==> config.mk <==
export PLATFORM = sky130hd
export DESIGN_NAME = fifo_access_sched_flat
export DESIGN_NICKNAME = d
export VERILOG_FILES = /design/src/rtl/fifo_access_sched_pkg.sv /design/src/rtl/fifo_access_sched_if.sv /design/src/rtl/fifo_access_sched_rr_arbiter.sv /design/src/rtl/fifo_access_sched.sv /design/src/flat_wrapper.sv
export SDC_FILE = /design/constraint.sdc
export NUM_CORES = 1
export LEC_CHECK = 0
export ABC_CLOCK_PERIOD_IN_PS = 5000
export BUFFER_PORTS_ARGS = -buffer_cell sky130_fd_sc_hd__clkbuf_2
export CELL_PAD_IN_SITES_DETAIL_PLACEMENT = 1
export CELL_PAD_IN_SITES_GLOBAL_PLACEMENT = 2
export CORE_UTILIZATION = 27
export DETAILED_ROUTE_END_ITERATION = 10
export GPL_TIMING_DRIVEN = 0
export PLACE_DENSITY_LB_ADDON = 0.08
export SLEW_MARGIN = 10
export SYNTH_ARGS = -nofsm -noshare
export SYNTH_HDL_FRONTEND = slang
export SYNTH_HIERARCHICAL = 1
export SYNTH_SLANG_ARGS = --single-unit
==> constraint.sdc <==
create_clock -name clk -period 5 [get_ports clk]
set_input_delay 0.5 -clock clk [delete_from_list [all_inputs] [get_ports clk]]
set_output_delay 0.5 -clock clk [all_outputs]
set_load 0.01 [all_outputs]
==> src/rtl/fifo_access_sched_pkg.sv <==
// fifo_sched_pkg: shared types and constants for the FIFO access scheduler.
//   sched_state_e  scheduler FSM states
//   cmd_tag_t      issued-command tag (valid, write, client id) carried towards read return
//   FIFO_RD_LAT    cycles from read grant to rvalid
//   id2oh          client index to one-hot
package fifo_sched_pkg;
   typedef enum logic [1:0] {INIT, RUN, FLUSH} sched_state_e;
   typedef struct packed {
      logic       vld;
      logic       wr;
      logic [2:0] id;
   } cmd_tag_t;
   localparam int FIFO_RD_LAT = 2;
   function automatic logic [7:0] id2oh(input logic [2:0] id);
      return 8'(1) << id;
   endfunction
endpackage

==> src/rtl/fifo_access_sched_if.sv <==
// fifo_access_sched_if: client request/return bus plus FIFO command bus of the scheduler.
//   client side : flush, req, req_wr, req_wdata -> ; <- gnt, rvalid, rdata
//   FIFO side   : fifo_out -> ; <- fifo_rst, fifo_en, fifo_r_w, fifo_in
//   status      : <- count, full, empty
//   master = clients + FIFO environment, slave = scheduler
interface fifo_access_sched_if #(
   parameter int NREQ     = 4,
   parameter int DW       = 32,
   parameter int CAPACITY = 7
);
   localparam int CW = $clog2(CAPACITY + 1);
   logic               flush;
   logic [NREQ-1:0]    req;
   logic [NREQ-1:0]    req_wr;
   logic [NREQ*DW-1:0] req_wdata;
   logic [NREQ-1:0]    gnt;
   logic [NREQ-1:0]    rvalid;
   logic [DW-1:0]      rdata;
   logic               fifo_rst;
   logic               fifo_en;
   logic               fifo_r_w;
   logic [DW-1:0]      fifo_in;
   logic [DW-1:0]      fifo_out;
   logic [CW-1:0]      count;
   logic               full;
   logic               empty;
   modport master (
      output flush, req, req_wr, req_wdata, fifo_out,
      input  gnt, rvalid, rdata, fifo_rst, fifo_en, fifo_r_w, fifo_in, count, full, empty
   );
   modport slave (
      input  flush, req, req_wr, req_wdata, fifo_out,
      output gnt, rvalid, rdata, fifo_rst, fifo_en, fifo_r_w, fifo_in, count, full, empty
   );
endinterface

==> src/rtl/fifo_access_sched_rr_arbiter.sv <==
// rr_arbiter: round-robin pick among eligible requesters, starting at i_ptr.
//   i_elig  eligible requesters
//   i_ptr   highest-priority index this cycle
//   o_gnt   one-hot grant (zero when nothing eligible)
//   o_idx   encoded grant index (zero when nothing eligible)
module rr_arbiter #(
   parameter int N = 4,
   localparam int PW = (N > 1) ? $clog2(N) : 1
) (
   input  logic [N-1:0]  i_elig,
   input  logic [PW-1:0] i_ptr,
   output logic [N-1:0]  o_gnt,
   output logic [PW-1:0] o_idx
);
   // Scan from farthest to nearest so the entry closest to i_ptr is written last and wins.
   always_comb begin
      o_gnt = '0;
      o_idx = '0;
      for (int k = N - 1; k >= 0; k--) begin
         if (i_elig[(int'(i_ptr) + k) % N]) begin
            o_idx = PW'((int'(i_ptr) + k) % N);
            o_gnt = N'(1) << ((int'(i_ptr) + k) % N);
         end
      end
   end
endmodule

==> src/rtl/fifo_access_sched.sv <==
// fifo_access_sched: round-robin scheduler sharing one single-port FIFO between NREQ clients.
//   clk    clock
//   reset  asynchronous active-high reset
//   bus    slave side of fifo_access_sched_if (client requests/returns, FIFO command, status)
module fifo_access_sched
   import fifo_sched_pkg::*;
#(
   parameter int NREQ     = 4,
   parameter int DW       = 32,
   parameter int CAPACITY = 7
) (
   input  logic                 clk,
   input  logic                 reset,
   fifo_access_sched_if.slave   bus
);
   localparam int PW = (NREQ > 1) ? $clog2(NREQ) : 1;
   localparam int CW = $clog2(CAPACITY + 1);

   sched_state_e    r_state, w_next;
   cmd_tag_t        r_tag;
   logic [CW-1:0]   r_count;
   logic [PW-1:0]   r_ptr, w_idx;
   logic [NREQ-1:0] w_elig, w_gnt, r_rvalid;
   logic [DW-1:0]   r_rdata, r_fifo_in;
   logic            w_full, w_empty, w_go, w_clr, w_any, w_rd_ret;

   assign w_full  = r_count == CW'(CAPACITY);
   assign w_empty = r_count == '0;
   assign w_any   = |w_gnt;
   assign w_rd_ret = r_tag.vld && !r_tag.wr;

   always_ff @(posedge clk or posedge reset) begin
      if (reset) r_state <= INIT;
      else       r_state <= w_next;
   end

   always_comb begin
      w_next = (r_state == RUN && bus.flush) ? FLUSH : RUN;
   end

   // A flush request clears occupancy at its own edge so the FLUSH cycle already reads empty.
   always_comb begin
      w_go         = r_state == RUN && !bus.flush;
      w_clr        = r_state == FLUSH || (r_state == RUN && bus.flush);
      bus.fifo_rst = r_state != RUN;
   end

   always_comb begin
      for (int i = 0; i < NREQ; i++) w_elig[i] = w_go && bus.req[i] && (bus.req_wr[i] ? !w_full : !w_empty);
   end

   rr_arbiter #(.N(NREQ)) u_arb (
      .i_elig (w_elig),
      .i_ptr  (r_ptr),
      .o_gnt  (w_gnt),
      .o_idx  (w_idx)
   );

   // r_tag is both the issued FIFO command and the first stage of the read-return tag;
   // the FIFO presents read data during the issue cycle, so rdata is captured there.
   always_ff @(posedge clk or posedge reset) begin
      if (reset) begin
         r_ptr     <= '0;
         r_count   <= '0;
         r_tag     <= '0;
         r_fifo_in <= '0;
         r_rvalid  <= '0;
         r_rdata   <= '0;
      end else begin
         r_tag <= '{vld: w_any, wr: w_any && bus.req_wr[w_idx], id: 3'(w_idx)};
         if (w_any) r_ptr <= (w_idx == PW'(NREQ - 1)) ? '0 : w_idx + 1'b1;
         if (w_any && bus.req_wr[w_idx]) r_fifo_in <= bus.req_wdata[w_idx*DW +: DW];
         r_count <= w_clr ? '0 : !w_any ? r_count : bus.req_wr[w_idx] ? r_count + 1'b1 : r_count - 1'b1;
         r_rvalid <= w_rd_ret ? NREQ'(id2oh(r_tag.id)) : '0;
         if (w_rd_ret) r_rdata <= bus.fifo_out;
      end
   end

   assign bus.gnt      = w_gnt;
   assign bus.rvalid   = r_rvalid;
   assign bus.rdata    = r_rdata;
   assign bus.fifo_en  = r_tag.vld;
   assign bus.fifo_r_w = r_tag.wr;
   assign bus.fifo_in  = r_fifo_in;
   assign bus.count    = r_count;
   assign bus.full     = w_full;
   assign bus.empty    = w_empty;
endmodule
==> src/flat_wrapper.sv <==
// flat-port wrapper written by rule: the top's interface ports become plain ports
module fifo_access_sched_flat import fifo_sched_pkg::*;
#(
   parameter int NREQ     = 4,
   parameter int DW       = 32,
   parameter int CAPACITY = 7
)
  (clk, reset, bus_flush, bus_req, bus_req_wr, bus_req_wdata, bus_fifo_out, bus_gnt, bus_rvalid, bus_rdata, bus_fifo_rst, bus_fifo_en, bus_fifo_r_w, bus_fifo_in, bus_count, bus_full, bus_empty);
  fifo_access_sched_if #(.NREQ(NREQ), .DW(DW), .CAPACITY(CAPACITY)) bus_i ();
  input  logic clk;
  input  logic reset;
  input wire logic [$bits(bus_i.flush)-1:0] bus_flush;
  input wire logic [$bits(bus_i.req)-1:0] bus_req;
  input wire logic [$bits(bus_i.req_wr)-1:0] bus_req_wr;
  input wire logic [$bits(bus_i.req_wdata)-1:0] bus_req_wdata;
  input wire logic [$bits(bus_i.fifo_out)-1:0] bus_fifo_out;
  output wire logic [$bits(bus_i.gnt)-1:0] bus_gnt;
  output wire logic [$bits(bus_i.rvalid)-1:0] bus_rvalid;
  output wire logic [$bits(bus_i.rdata)-1:0] bus_rdata;
  output wire logic [$bits(bus_i.fifo_rst)-1:0] bus_fifo_rst;
  output wire logic [$bits(bus_i.fifo_en)-1:0] bus_fifo_en;
  output wire logic [$bits(bus_i.fifo_r_w)-1:0] bus_fifo_r_w;
  output wire logic [$bits(bus_i.fifo_in)-1:0] bus_fifo_in;
  output wire logic [$bits(bus_i.count)-1:0] bus_count;
  output wire logic [$bits(bus_i.full)-1:0] bus_full;
  output wire logic [$bits(bus_i.empty)-1:0] bus_empty;
  assign bus_i.flush = bus_flush;
  assign bus_i.req = bus_req;
  assign bus_i.req_wr = bus_req_wr;
  assign bus_i.req_wdata = bus_req_wdata;
  assign bus_i.fifo_out = bus_fifo_out;
  assign bus_gnt = bus_i.gnt;
  assign bus_rvalid = bus_i.rvalid;
  assign bus_rdata = bus_i.rdata;
  assign bus_fifo_rst = bus_i.fifo_rst;
  assign bus_fifo_en = bus_i.fifo_en;
  assign bus_fifo_r_w = bus_i.fifo_r_w;
  assign bus_fifo_in = bus_i.fifo_in;
  assign bus_count = bus_i.count;
  assign bus_full = bus_i.full;
  assign bus_empty = bus_i.empty;
  fifo_access_sched #(.NREQ(NREQ), .DW(DW), .CAPACITY(CAPACITY)) u_core (.clk(clk), .reset(reset), .bus(bus_i));
endmodule
======== Yosys cells after proc, flatten, opt, wreduce, memory -nomap -nowiden ========
Index checks and enable logic that the tools add are counted.
cells by class
  add/sub/neg operators ................... 6
  bitwise gates (word level) .............. 3
  reduce and logical (&&, ||, !) cells .... 23
  eq/ne operators ......................... 5
  mux-type cells .......................... 31
  shift operators ......................... 6
  order comparisons ....................... 5
operators by type and width
  kind                    number
  $shiftx A128 B8 Y32     1
  $shl A1 B32 Y4 const A  3
  $mux W4                 5
  $logic_and A1 B1 Y1     12
  $lt A3 B4 Y1 const B    3
  $mux W1                 12
  $mux W2                 6
  $bmux W1 S2             5
  $mux W3                 3
  $shl A1 B2 Y4 const A   2
  $lt A2 B3 Y1 const B    2
  $reduce_or A2 Y1        3
  $add A2 B1 Y2 const B   2
  $add A2 B2 Y2 const B   2
  $eq A2 B2 Y1 const B    2
  $logic_not A1 Y1        4
  $reduce_or A4 Y1        1
  $add A3 B1 Y3 const B   1
  $and A1 B1 Y1 const A   3
  $eq A3 B3 Y1 const B    1
  $logic_not A3 Y1        1
  $sub A3 B1 Y3 const B   1
  $eq A2 B1 Y1 const B    1
  $ne A2 B1 Y1 const B    1
  other kinds (2)         2
word-level totals
  word-level logic and storage cells ...... 88
  output and inout port bits .............. 80
  flip-flop bits (word level) ............. 79

======== Longest topological paths before layout ========
  depth in word-level cells ............... 16
  mapped depth ............................ 15
  depth with buffers taken out ............ 14

======== Cells and area by module ========
The synthesis kept the hierarchy.
by module, submodules not included
  module             cells each  instances  area an instance (um^2)
  fifo_access_sched  237         1          3806.2
  rr_arbiter         60          1          490.5

======== Least setup slack after synthesis ========
Ideal clock, no wire load.
  kind .................................... flip-flop to flip-flop
  from .................................... reg u_core.r_count[0], in the netlist u_core/bus.count[0]
  to ...................................... reg u_core.r_count[2], in the netlist u_core/bus.count[2]
  arrival time ............................ 3.849 ns
  path buffers ............................ 1
  data required time ...................... 4.922 ns
  path slack .............................. 1.073 ns
  cell stages (with the launch flop) ...... 15
  path through ............................ dfrtp_1 -> nor3_1 -> o21ai_0 -> and3_1 -> mux2_2 -> mux2i_1 -> o21ai_0 -> o2bb2ai_1 -> buf_6 -> mux4_2 -> inv_1 -> fa_1 -> xor2_1 -> or3_1 -> a21oi_1
between the ends
  word-level cells in the longest chain between the ends .. 16
ends and longest elaborated chain
  element                                     line                                RTL
  start, declared                             fifo_access_sched.sv:21             logic [CW-1:0] r_count;
  start signal, assigned                      fifo_access_sched.sv:73             r_count <= w_clr ? '0 : !w_any ? r_count : bus.req_wr[w_idx] ? r_count + 1'b1 : r_count - 1'b1;
  $logic_not A3 Y1 *                          fifo_access_sched.sv:28             assign w_empty = r_count == '0;
  via bus_empty                               flat_wrapper.sv:26                  output wire logic [$bits(bus_i.empty)-1:0] bus_empty;
  $logic_not A1 Y1 *                          fifo_access_sched.sv:49             for (int i = 0; i < NREQ; i++) w_elig[i] = w_go && bus.req[i] && (bus.req_wr[i] ? !w_full : !w_empty);
  $mux W1 *                                   fifo_access_sched.sv:49
  $logic_and A1 B1 Y1 *                       fifo_access_sched.sv:49
  via u_core.w_elig[1]                        fifo_access_sched.sv:23             logic [NREQ-1:0] w_elig, w_gnt, r_rvalid;
  $bmux W1 S2                                 fifo_access_sched_rr_arbiter.sv:20  if (i_elig[(int'(i_ptr) + k) % N]) begin
  $mux W1 (not written as such) (2 in a row)  fifo_access_sched_rr_arbiter.sv:20
  $mux W2 (3 in a row)                        fifo_access_sched_rr_arbiter.sv:20
  $mux W2 *                                   fifo_access_sched_rr_arbiter.sv:20
  via u_core.w_idx[0]                         fifo_access_sched.sv:22             logic [PW-1:0] r_ptr, w_idx;
  $bmux W1 S2 *                               fifo_access_sched.sv:73
  $mux W1 (not written as such) *             fifo_access_sched.sv:73
  $mux W3 * (3 in a row)                      fifo_access_sched.sv:73
The timed path passes the listed nets; every way through them passes the cells marked *. The select of a mux whose other input is x is not followed.
A chain may end at the register's enable or synchronous reset.

======== Worst setup path after layout ========
  from .................................... reg u_core.r_count[0], in the netlist u_core/bus.count[0]
  to ...................................... reg u_core.r_count[2], in the netlist u_core/bus.count[2]
between the ends
  word-level cells in the longest chain between the ends .. 16
ends and longest elaborated chain
  element                                           line
  $eq A3 B3 Y1 or $logic_not A3 Y1 (tied branches)  fifo_access_sched.sv:27, fifo_access_sched.sv:28
  $logic_not A1 Y1                                  fifo_access_sched.sv:49
  $mux W1 *                                         fifo_access_sched.sv:49
  $logic_and A1 B1 Y1 *                             fifo_access_sched.sv:49
  via u_core.w_elig[1]                              fifo_access_sched.sv:23
  $bmux W1 S2                                       fifo_access_sched_rr_arbiter.sv:20
  $mux W1 (not written as such) (2 in a row)        fifo_access_sched_rr_arbiter.sv:20
  $mux W2 (3 in a row)                              fifo_access_sched_rr_arbiter.sv:20
  $mux W2 *                                         fifo_access_sched_rr_arbiter.sv:20
  via u_core.w_idx[0]                               fifo_access_sched.sv:22
  $bmux W1 S2 *                                     fifo_access_sched.sv:73
  $mux W1 (not written as such) *                   fifo_access_sched.sv:73
  $mux W3 * (3 in a row)                            fifo_access_sched.sv:73
Marks and branches as above.

==> summary.md <==
| Metric | Value |
|---|---|
| CTS Buf Count | 9 |
| Worst Hold Class | in -> async |
| Sequential power share | 29.2% |
| Worst path cell trace | nor3_1 -> o21ai_0 -> and3_1 -> mux2_2 -> mux2i_1 -> nand3_1 -> o2bb2ai_1 -> buf_6 -> mux4_2 -> inv_1 -> fa_1 -> xor2_1 -> or3_1 -> a21oi_1 |
| Setup Total Neg Slack | 0 ns |
| Min Tclk post-route | 4.344 ns |
| Power share of the clock group | 17.7% |
| Psw | 1469 uW |
| Synth Register Bits | 79 |
| Relative slew slack | 52.73% |
| Fmax | 230.2 MHz |
| Non-Filler Instances | 775 |
| Nets@finish | 740 |
| Cell family with most CP delay | multiplexers |
| Port-buffer cells | 250 |
| Slew @ Worst Pin | 0.7090 ns |
| P_int | 2486 uW |
| Crit share post-route | 86.88% |
| Synthesized area | 4297 um2 |
| Vias in the first global route | 3629 |
| Post-DP HPWL | 11.14 mm |
| Most frequent cells in the layout | clkbuf_2, dfrtp_1, mux2_2 |
| Status | finished, final reports clean |
| Hold Vio Cnt, Final | 0 |
| Setup ws final | 0.6559 ns |
| Unique masters post-synth | 45 |
| Async SR Flop Fraction | 100.0% |
| P&R area growth vs syn | 43.30% |
| Logic pwr share | 53.2% |
| Main synth FF type | dfrtp_1 |
| Sequential area share after synthesis | 46.01% |
| TritonCTS Sinks | 79 |
| Placed instance count | 759 |
| Core region area | 15370 um2 |
| VDD IR max | 0.1865 mV |
| Max-slew violation count | 0 |
| Die Ht | 128.2 um |
| Worst-skew pair later-pin latency | 0.34 ns |
| CTS tree | done |
| Worst EP required | 5.26 ns |
| Avg Cell Area, Syn | 14.47 um2 |
| Vias | 3624 |
| Max clock buf depth | 2 |
| PwrDens | 642.4 nW/um2 |
| Crit path launch type | flop |
| Yosys warns | 6 |
| Initial antenna violation count | 1 |
| Worst path slowest cell | mux4_2 |
| Die X | 128.2 um |
| Worst path buffer plus inverter count | 2 |
| Final setup viols | 0 |
| RSZ-0062 raised after global routing | no |
| Maxcap violations | 0 |
| DR WL/cell | 17.45 um |
| Clock-pin slew on the worst setup and hold paths | 0.06 ns |
| CTS root buf | clkbuf_16 |
| Via density per instance | 4.676 |
| Post-layout util | 40.06% |
| Sw frac | 37.15% |
| Placement Setup Slack | 0.6389 ns |
| Final ANT Viol Nets | 0 |
| Total setup buffers inserted after CTS | 0 |
| H-tree depth | 3 |
| Starting Density | 27.95% |
| Die area | 16420 um2 |
| Total Power | 3955 uW |
| Syn Nets | 478 |
| # resized after CTS | 0 |
| DRT Pass-1 Iters | 3 |
| Drt drc | 0 |
| Leakage power | 0.003002 uW |
| Critical path endpoint category | flop |
| Worst path max stage delay | 0.57 ns |
| Hold_buf cts | 0 |
| FP Rows | 45 |
| Setup Skew | 0.008656 ns |
| Synth Instances | 297 |
| I/O Pins | 251 |
| Max FO, Critical Path | 8 |
| Placer congestion estimate | 0.7301 |
| Critical setup path kind | reg -> reg |
| Share of layout cells above drive strength 1 | 67.91% |
| Critical path arrival | 4.61 ns |
| Post-synth EDFFs | 0 |
| Fill count | 1740 |
| GRT Residual Overflow | 0 |
| DR iter-0 viols | 47 |
| Most common cell after layout, fill and taps aside | clkbuf_2 |
| Routed WL | 13.53 mm |
| Total global-route track usage | 16.70% |
| N_diodes | 0 |
| First-pass GRT wire length | 20.44 mm |
| Largest net degree at the start of global routing | 50 |
## path summary, 6_finish.rpt
check	start	slack (ns)	to	cells past startpoint
min in group clk	bus_fifo_out[25]	0.39	u_core/bus.rdata[25]	2
worst max register to register	u_core/bus.count[0]	0.66	u_core/bus.count[2]	14
worst min-delay path	reset	0.15	u_core/bus.rdata[13]	2
max in group asynchronous	reset	4.25	u_core/r_tag[0]	3
worst min register to register	u_core/r_tag[0]	0.47	u_core/bus.rvalid[0]	1
worst max-delay path	u_core/bus.count[0]	0.66	u_core/bus.count[2]	14
## sequential cells by signal (all words and copies together), names as in the netlist
signal,count
u_core/r_state,2
u_core/bus.fifo_r_w,1
u_core/bus.rdata,32
u_core/bus.fifo_in,32
u_core/r_tag,2
u_core/bus.rvalid,4
u_core/bus.count,3
u_core/r_ptr,2
u_core/bus.fifo_en,1
## cell families after synthesis
group                      after synthesis  share of synthesized area [%]
AOI/OAI and AO/OA                       27                          4.019
xor gates and xnor gates                 2                         0.4078
adders and majority gates               10                          3.087
buffers and inverters                   27                          3.349
DFF                                     79                          46.01
muxes                                  107                          37.19
and+or+nand+nor                         45                          5.941
## power by group through the flow
stage	combinational (uW)	clock, uW	sequential, uW
6_report	2100	699	1150
5_1_grt	2310	748	1200
4_1_cts	2160	725	1170
3_5_place_dp	2160	0	1170
3_3_place_gp	2110	0	1160
2_1_floorplan	1280	0	1280
## stage by stage
step                hold slack [ns]  cell area [um2]
global route                 0.1848             6157
CTS                          0.1617             6157
floorplan                    0.4285             4297
detailed placement           0.4617             5842
finish                       0.1521             6157
global placement             0.4550             5812
## metal layers
| metal | routed length, um | track usage, % | up-vias | part of all wire (%) |
|---|---|---|---|---|
| met3 | 1009 | 5.092 | 13 | 7.5 |
| met1 | 5256 | 19.66 | 1819 | 39 |
| met5 | 12 | 0 | - | 0.089 |
| met4 | 172 | 5.813 | 2 | 1.3 |
| li1 | - | - | 1657 | - |
| met2 | 7075 | 28.80 | 133 | 52 |
## cell usage after synthesis (5+ instances only)
library cell   n  area share, %
inv_1         10           0.87
nand4_1        5           0.73
dfrtp_1       79             46
nand2_1        8           0.70
mux2_2        68             18
clkbuf_1       6           0.52
ha_1           9            2.6
nor2_1         8           0.70
o21ai_0        8           0.93
buf_6          5            1.3
mux4_2        34             18
and3_1         5           0.73
## layout make-up
type	count	area, um2	area share, %
Clock inverter	5	82.58	1.341
Sequential cell	79	1977	32.11
Buffer	17	106.4	1.727
Clock buffer	11	232.7	3.780
Multi-Input combinational cell	191	2176	35.34
Inverter	10	40.04	0.6503
Timing Repair Buffer	251	1279	20.77
Tap cell	211	264.0	4.288
## worst reg2reg max path, delay by kind of cell (launching register included)
family | cells | cell delay [ns]
muxes | 3 | 1.44
and+or+nand+nor | 4 | 1.15
AOI/OAI and AO/OA | 3 | 0.66
DFF | 1 | 0.45
buffers and inverters | 2 | 0.31
adders and majority gates | 1 | 0.18
xor gates and xnor gates | 1 | 0.08
(Power assumes the default switching activity.)
